<file path="config.mk">
export PLATFORM = sky130hd
export DESIGN_NAME = rom_download_packer
export DESIGN_NICKNAME = d
export VERILOG_FILES = /design/src/rtl/rom_download_packer.sv
export SDC_FILE = /design/constraint.sdc
export NUM_CORES = 1
export LEC_CHECK = 0
export BUFFER_PORTS_ARGS = -buffer_cell sky130_fd_sc_hd__buf_2
export CORE_MARGIN = 4
export CORE_UTILIZATION = 40
export DETAILED_ROUTE_END_ITERATION = 7
export GPL_TIMING_DRIVEN = 0
export MAX_ROUTING_LAYER = met4
export PLACE_DENSITY = 0.67
export SLEW_MARGIN = 20
export SYNTH_ARGS = -nofsm -noshare
export SYNTH_HDL_FRONTEND = slang
export SYNTH_SLANG_ARGS = --single-unit
</file>
<file path="constraint.sdc">
create_clock -name clk -period 12.2 [get_ports clk]
set_clock_uncertainty 0.2 [all_clocks]
set_input_delay 2.44 -clock clk [delete_from_list [all_inputs] [get_ports clk]]
set_output_delay 2.44 -clock clk [all_outputs]
set_load 0.05 [all_outputs]
</file>
<file path="src/rtl/rom_download_packer.sv">
// Packs the HPS ROM download byte stream little-endian into 32-bit words, buffers them
// in a small FIFO and issues each word as an SDRAM write over the req/ack handshake.
module rom_download_packer #(
  parameter logic [22:0] ADDR_OFFSET = 23'd0,
  parameter int          FIFO_DEPTH  = 4,
  parameter logic [7:0]  PAD_BYTE    = 8'hFF
) (
  input  logic        clk,
  input  logic        reset,
  input  logic [19:0] ioctl_addr,
  input  logic [7:0]  ioctl_data,
  input  logic        ioctl_wr,
  input  logic        ioctl_download,
  output logic        ioctl_wait,
  output logic [22:0] sdram_addr,
  output logic [31:0] sdram_data,
  output logic        sdram_we,
  output logic        sdram_req,
  input  logic        sdram_ack,
  output logic        busy,
  output logic        done,
  output logic        overflow
);
  localparam int PW = $clog2(FIFO_DEPTH);
  localparam int CW = $clog2(FIFO_DEPTH + 1);

  typedef enum logic {S_IDLE, S_REQ} state_t;

  logic [31:0]   asm_q, asm_d;
  logic [3:0]    mask_q, mask_d, base_mask;
  logic [17:0]   waddr_q, waddr_d;
  logic          dl_q, pend_q, pend_d;
  logic [1:0]    lane;
  logic          rise, fall;

  logic          push, push_ok, pop, full;
  logic [3:0]    push_mask;
  logic [31:0]   push_dat;
  logic [17:0]   push_waddr;
  logic [54:0]   push_word, head;

  logic [54:0]   mem_q [FIFO_DEPTH];
  logic [PW-1:0] wptr_q, rptr_q;
  logic [CW-1:0] count_q, count_d;
  logic          wait_q, ovf_q;

  state_t        state_q, state_d;
  logic          load, req_q, req_d;
  logic [22:0]   addr_q;
  logic [31:0]   data_q;
  logic          busy_q, done_q, done_set;

  function automatic logic [31:0] pad_word(input logic [31:0] w, input logic [3:0] m);
    logic [31:0] r;
    for (int n = 0; n < 4; n++) r[8*n +: 8] = m[n] ? w[8*n +: 8] : PAD_BYTE;
    return r;
  endfunction

  // Byte assembly: at most one word leaves per cycle (lane-3 fill, address jump or download end).
  always_comb begin
    lane       = ioctl_addr[1:0];
    rise       = ioctl_download & ~dl_q;
    fall       = ~ioctl_download & dl_q;
    base_mask  = rise ? 4'b0 : mask_q;
    asm_d      = asm_q;
    mask_d     = base_mask;
    waddr_d    = waddr_q;
    push       = 1'b0;
    push_mask  = base_mask;
    push_dat   = asm_q;
    push_waddr = waddr_q;
    if (ioctl_wr) begin
      if (base_mask != 4'b0 && ioctl_addr[19:2] != waddr_q) begin
        push                     = 1'b1;
        mask_d                   = 4'b0001 << lane;
        waddr_d                  = ioctl_addr[19:2];
        asm_d[{lane, 3'b000} +: 8] = ioctl_data;
      end else begin
        if (base_mask == 4'b0) waddr_d = ioctl_addr[19:2];
        asm_d[{lane, 3'b000} +: 8] = ioctl_data;
        mask_d = base_mask | (4'b0001 << lane);
        if (lane == 2'd3) begin
          push       = 1'b1;
          push_mask  = mask_d;
          push_dat   = asm_d;
          push_waddr = waddr_d;
          mask_d     = 4'b0;
        end
      end
    end
    if (fall && !push && mask_d != 4'b0) begin
      push       = 1'b1;
      push_mask  = mask_d;
      push_dat   = asm_d;
      push_waddr = waddr_d;
      mask_d     = 4'b0;
    end
  end

  assign push_word = {ADDR_OFFSET + {4'b0, push_waddr, 1'b0}, pad_word(push_dat, push_mask)};
  assign head      = mem_q[rptr_q];
  assign full      = (count_q == CW'(FIFO_DEPTH));
  assign push_ok   = push & (~full | pop);
  assign count_d   = count_q + CW'(push_ok) - CW'(pop);

  always_comb begin
    state_d = state_q;
    load    = 1'b0;
    pop     = 1'b0;
    case (state_q)
      S_IDLE: if (count_q != '0) begin
        load    = 1'b1;
        state_d = S_REQ;
      end
      S_REQ: if (sdram_ack) begin
        pop     = 1'b1;
        state_d = S_IDLE;
      end
      default: state_d = S_IDLE;
    endcase
  end

  assign req_d    = load | (req_q & ~pop);
  assign done_set = pend_q & ~ioctl_download & ~ioctl_wr & (mask_q == 4'b0) &
                    (count_q == '0) & (state_q == S_IDLE) & ~req_q;
  assign pend_d   = done_set ? 1'b0 : (pend_q | rise);

  always_ff @(posedge clk or posedge reset) begin
    if (reset) state_q <= S_IDLE;
    else       state_q <= state_d;
  end

  // dl_q resets high so a download already in progress at reset release never arms done.
  always_ff @(posedge clk or posedge reset) begin
    if (reset) begin
      asm_q   <= '0;
      mask_q  <= '0;
      waddr_q <= '0;
      dl_q    <= 1'b1;
      pend_q  <= 1'b0;
      wptr_q  <= '0;
      rptr_q  <= '0;
      count_q <= '0;
      wait_q  <= 1'b0;
      ovf_q   <= 1'b0;
      req_q   <= 1'b0;
      addr_q  <= '0;
      data_q  <= '0;
      busy_q  <= 1'b0;
      done_q  <= 1'b0;
    end else begin
      asm_q   <= asm_d;
      mask_q  <= mask_d;
      waddr_q <= waddr_d;
      dl_q    <= ioctl_download;
      pend_q  <= pend_d;
      if (push_ok) wptr_q <= wptr_q + 1'b1;
      if (pop)     rptr_q <= rptr_q + 1'b1;
      count_q <= count_d;
      wait_q  <= (count_d == CW'(FIFO_DEPTH));
      ovf_q   <= ovf_q | (push & ~push_ok);
      req_q   <= req_d;
      if (load) begin
        addr_q <= head[54:32];
        data_q <= head[31:0];
      end
      busy_q  <= ioctl_download | (mask_d != 4'b0) | (count_d != '0) | req_d;
      done_q  <= done_set;
    end
  end

  always_ff @(posedge clk) begin
    if (push_ok) mem_q[wptr_q] <= push_word;
  end

  assign ioctl_wait = wait_q;
  assign sdram_addr = addr_q;
  assign sdram_data = data_q;
  assign sdram_req  = req_q;
  assign sdram_we   = req_q;
  assign busy       = busy_q;
  assign done       = done_q;
  assign overflow   = ovf_q;

endmodule
</file>
# Word-level counts from Yosys, hierarchy flattened
# Memory sizes are Yosys's and may differ from the RTL's. A register that Yosys moved wholly into a read port is not among the register bits.
# Index checks and enable logic that the tools add are counted.
[word_totals]
regBits = 92
ram_bits = 200
in_bits = 33
out_inout_bits = 61
word_cells = 106
mem_count = 1
[op_classes]
n_addsub = 5
eq_ne = 4
shift = 3
n_mux = 39
n_bitwise = 27
n_reduce_logical = 12
[memory_table]
columns = ["name", "depth", "word_bits", "read_ports", "rd_ports_with_merged_regs", "write_ports", "line_no", "rtl"]
rows = [
  ["mem_q", 4, 50, 1, 1, 1, "42", "logic [54:0] mem_q [FIFO_DEPTH];"],
]
[ops]
columns = ["operator", "count"]
rows = [
  ["two-way mux 32 bit", 5],
  ["two-way mux 18 bit", 7],
  ["two-way mux 4 bit", 9],
  ["bitwise mux 32 bit", 1],
  ["two-way mux 8 bit", 4],
  ["variable shift 8 x 7 -> 32 bit (first input constant)", 1],
  ["variable part select 8 x 7 -> 32 bit", 1],
  ["!= test 18 bit", 1],
  ["two-way mux 1 bit", 12],
  ["nonzero test 4 bit", 3],
  ["bitwise AND 1 bit", 11],
  ["logical NOT 4 bit", 2],
  ["inverter 1 bit", 8],
  ["negation 5 -> 7 bit", 1],
  ["bitwise OR 1 bit", 7],
  ["equality test 3 bit (second input constant)", 2],
  ["nonzero test 3 bit", 2],
  ["adder 2 x 1 -> 2 bit (second input constant)", 2],
  ["bitwise OR 4 bit", 1],
  ["left shift 1 x 2 -> 4 bit (first input constant)", 1],
  ["adder 3 x 1 -> 3 bit", 1],
  ["logical AND 1 bit", 3],
  ["logical NOT 3 bit", 1],
  ["subtractor 3 x 1 -> 3 bit", 1],
  ["other kinds (3)", 3],
]

# Longest topological paths before layout
[depth]
depth_word = 17
ltp_mapped = 18

# Worst setup path before layout
# OpenSTA, ideal clock, no wires.
[synth_path]
path_type = "input port to flip-flop"
startpoint = "input port ioctl_addr[0]"
endpoint = "memory mem_q[0][0] in the netlist's numbering (enable)"
arrival_ns = 5.377
required_ns = 11.587
path_slack_ns = 6.211
stages = 11
cell_sequence = "inv_1 -> ha_1 -> clkbuf_1 -> nand2_1 -> clkbuf_1 -> o21ai_0 -> mux2i_2 -> nand4_2 -> o21ai_0 -> a21oi_1 -> and2_1"
[synth_between]
elab_chain_cells = 11
elab_cells_between_ends = 17
[synth_lines]
columns = ["item", "line_no", "rtl"]
rows = [
  ["start, declared", "10", "input logic [19:0] ioctl_addr,"],
  ["left shift 1 x 2 -> 4 bit / equality test 2 bit (equally long branches)", "75, 81, 82", ""],
  ["bitwise OR 4 bit / two-way mux 1 bit (equally long branches)", "81, 82", ""],
  ["two-way mux 4 bit / two-way mux 1 bit (equally long branches)", "82, 73", ""],
  ["two-way mux 4 bit / two-way mux 1 bit (equally long branches)", "73, 72", ""],
  ["two-way mux 4 bit / logical NOT 1 bit (equally long branches)", "72, 91", ""],
  ["nonzero test 4 bit / logical AND 1 bit (equally long branches)", "91", "if (fall && !push && mask_d != 4'b0) begin"],
  ["logical AND 1 bit", "91", ""],
  ["two-way mux 1 bit *", "91", ""],
  ["bitwise AND 1 bit *", "103", "assign push_ok = push & (~full | pop);"],
  ["net push_ok", "36", "logic push, push_ok, pop, full;"],
  ["two-way mux 1 bit *", "173", "if (push_ok) mem_q[wptr_q] <= push_word;"],
  ["two-way mux 1 bit (not written as such) *", "173", ""],
  ["end, declared", "42", ""],
]
# The timed path passes the listed nets; every way through them passes the cells marked *.

# Worst setup path after layout
[layout_path]
startpoint = "input port ioctl_addr[0]"
endpoint = "register busy_q, in the netlist busy"
[layout_between]
elab_chain_cells = 14
elab_cells_between_ends = 23
[layout_lines]
columns = ["item", "line_no", "rtl"]
rows = [
  ["left shift 1 x 2 -> 4 bit / equality test 2 bit (equally long branches)", "75, 81, 82", ""],
  ["bitwise OR 4 bit / two-way mux 1 bit (equally long branches)", "81, 82", ""],
  ["two-way mux 4 bit / two-way mux 1 bit (equally long branches)", "82, 73", ""],
  ["two-way mux 4 bit / two-way mux 1 bit (equally long branches)", "73, 72", ""],
  ["two-way mux 4 bit / logical NOT 1 bit (equally long branches)", "72, 91", ""],
  ["nonzero test 4 bit / logical AND 1 bit (equally long branches)", "91", ""],
  ["logical AND 1 bit", "91", ""],
  ["two-way mux 1 bit *", "91", ""],
  ["bitwise AND 1 bit *", "103", ""],
  ["net push_ok", "36", ""],
  ["adder 3 x 1 -> 3 bit *", "104", "assign count_d = count_q + CW'(push_ok) - CW'(pop);"],
  ["subtractor 3 x 1 -> 3 bit *", "104", ""],
  ["net count_d[2]", "44", "logic [CW-1:0] count_q, count_d;"],
  ["nonzero test 3 bit *", "167", "busy_q <= ioctl_download | (mask_d != 4'b0) | (count_d != '0) | req_d;"],
  ["bitwise OR 1 bit * (2 in a row)", "167", ""],
  ["end signal, assigned", "167", ""],
  ["end, declared", "51", "logic busy_q, done_q, done_set;"],
]
# Marked as above.
# A chain may end at the register's enable or synchronous reset.

==> results.yml <==
clock_network:
  postCtsSetupBuffers: 0
  hold_buffers: 0
  insertion_delay_ps: 550
  cts-root-buf: "clkbuf_16"
  cts_buffer_depth: 3
  clk_pin_slew_worst_paths_ps: 60
  clock-sinks: 319
  cts_buffers: 31
  cts_tree: "yes"
  ctsHtreeMaxLevel: 1
  post_cts_resized: 0
worst_setup_path:
  critPathLaunchType: "input pin"
  cp.required_ps: 12370
  worstSetupPathType: "in2reg"
  crit_path_end: "busy$_DFF_PP0_"
  reg2reg_depth: 16
  r2r_end: "busy$_DFF_PP0_"
  critPathMaxFanout: 10
  r2r_slack_ps: 7600
  endpoint_kind: "flop"
  critPathLaunch: "ioctl_addr[0]"
  r2r_start: "waddr_q[9]$_DFF_PP0_"
  worst_ep_arrival_time_ps: 6610
logic_synthesis:
  netlist_instances: 757
  syn-cell-area_mm2: 0.0132
  synth_ff_type: "edfxtp_1"
  yosysTopAreaCell: "edfxtp_1"
  synth_top_cell_area_share_pct: 45.4
  synth-seq-cells: 319
  yosysWarnings: 0
  synthArstFlopShare_pct: 37.3
  seq_area_frac_synth_pct: 68.0
  ys_top_cells_by_count: "200 x edfxtp_1, 118 x dfrtp_1, 77 x mux2_2"
  synth_edf_count: 200
  syn_avg_cell_area_um2: 17.5
  synthTopCellsByArea: "edfxtp_1 45%, dfrtp_1 22%, mux4_2 8.5%"
  yosysMostFrequentCell: "edfxtp_1"
  synth.distinct_cells: 55
sta:
  max_freq_mhz: 155
  timing.setup.tns_ps: 0
  rsz0062_at_grt: "no"
  tightest_slew_ps: 1080
  setup_viol: 0
  period_needed_ps: 6440
  drv_slew: 0
  fin_crit_sh_pct: 52.8
  fin_ws_ps: 5760
  hold_viol: 0
  slew-limit-headroom_pct: 27.2
floorplanning:
  initial_utilization_pct: 40.6
  rows: 66
  coreArea_mm2: 0.0325
  die_y_um: 190
  die_area_mm2: 0.0360
  die_x_um: 190
  ios: 94
detailed_routing:
  m1WireLength_um: 11900
  viasPerCell: 5.19
  drtAntennaViolNets: 0
  vias: 7013
  drt-total-wl_um: 26900
  drtPass1Iterations: 5
  wire_per_inst_um: 19.9
  wl_met3_um: 1400
  remaining_drc_errors: 0
  routed.top_layer: "met4"
  wl_met2_um: 13100
  drt-initial-drc-count: 501
final_layout:
  area_growth_pct: 15.8
  layout-drive-gt1-share_pct: 34.3
  layout.nets: 930
grt:
  antenna_found_initial: 1
  overflow: 0
  grtUsageTotal_pct: 15.5
  grt_pass1_vias: 7353
  grt_pass1_wl_um: 42700
  grt_max_degree: 68
power:
  p_leak_nw: 5.64
  ir_drop_uv: 126
  p_per_area_mw_per_mm2: 239
placed_design:
  routabilityCongestion: 0.838
  portBuffers: 83
  dp_hpwl_um: 17600
  place_ws_ps: 5320
hold_path:
  hold_class: "reg2reg"
run_status:
  outcome: "complete, no violations"
run:
  cap_violations: 0
layout make-up:
class / count / area (um^2)
Multi-Input combinational cell: 385 / 3980
Sequential cell: 319 / 8980
Fill cell: 2795 / 17200
Antenna cell: 1 / 2.50
Buffer: 42 / 233
Timing Repair Buffer: 89 / 528
Clock inverter: 19 / 153
Inverter: 15 / 63.8
Clock buffer: 38 / 812
Tap cell: 442 / 553
cells in the final DEF, fill, tap and decap left out, drive strengths merged, types with 4 or more instances in the layout:
cell	netlist	routed
nand3	5	5
clkinv	0	13
mux2i	11	11
a21oi	14	14
clkbuf	22	61
mux2	87	87
conb	1	5
mux4	50	50
and2	9	9
a221o	21	21
nor4	4	4
a22o	37	37
buf	20	108
edfxtp	200	200
nand2	37	37
nand4	6	6
nor2	17	17
nand2b	4	4
inv	15	16
ha	13	13
nor3	6	6
o21ai	12	12
dfrtp	118	118
xnor2	20	20
layer usage:
metal / GRT usage [%] / vias to the layer above
met3: 2.66 / 41
li1: - / 3195
met2: 24.6 / 155
met4: 3.62 / 0
met1: 21.1 / 3622
met5: - / -
worst max-delay path, stage by stage:
cell and delay, ps:
buf_2 150, inv_1 210, ha_1 180, clkbuf_1 270, nand2_1 130, clkbuf_1 260
o21ai_0 280, mux2i_2 140, nand4_2 180, o21ai_0 140, a21oi_1 590, ha_1 250
inv_1 50, fa_1 400, xor2_1 160, xnor2_1 170, inv_1 80, nor4_1 300
o21ai_0 240
how the worst min path moves through the flow:
stage,slack (ps),depth (start not counted),endpoint,from
2_1_floorplan,260,2,pend_q$_DFF_PP0_,pend_q$_DFF_PP0_
3_3_place_gp,240,1,overflow$_DFF_PP0_,overflow$_DFF_PP0_
3_5_place_dp,240,1,overflow$_DFF_PP0_,overflow$_DFF_PP0_
4_1_cts,260,1,overflow$_DFF_PP0_,overflow$_DFF_PP0_
5_1_grt,290,1,overflow$_DFF_PP0_,overflow$_DFF_PP0_
6_report,250,1,overflow$_DFF_PP0_,overflow$_DFF_PP0_
sequential cells by signal, indices dropped and copies added, names as in the netlist:
name        flops
mem_q         200
asm_q          32
sdram_data     32
sdram_addr     18
waddr_q        18
mask_q          4
count_q         3
rptr_q          2
wptr_q          2
busy            1
dl_q            1
done            1
ioctl_wait      1
overflow        1
pend_q          1
sdram_req       1
state_q         1
stage by stage:
stage	util [%]	hold slack, ps	cell area, um^2	power, mW	cells
after floorplan	-	258	13200	2.46	761
after global placement	43.7	242	14200	2.78	1286
after detailed placement	44.1	242	14300	2.81	1292
after CTS	47.0	259	15300	3.72	1349
after global routing	47.0	286	15300	3.86	1350
final	47.0	254	15300	3.66	1350
cell families after synthesis:
kind of cell / after synthesis / share of synthesized area [%]
mux: 148 / 17.2
compound gates: 96 / 5.96
other cells: 1 / 0.0284
flops: 319 / 68.0
simple gates: 99 / 3.79
xor+xnor: 23 / 1.52
buf+inv: 57 / 2.18
fa+ha+maj: 14 / 1.38
power breakdown:
part / switching, mW / total [mW] / internal [mW] / leakage (nW)
registers: 0.0875 / 1.51 / 1.42 / 3.19
logic: 0.784 / 1.25 / 0.462 / 1.98
clock network: 0.391 / 0.906 / 0.515 / 0.473
total: 1.26 / 3.66 / 2.40 / 5.64
Power figures use the tool's default switching activity.
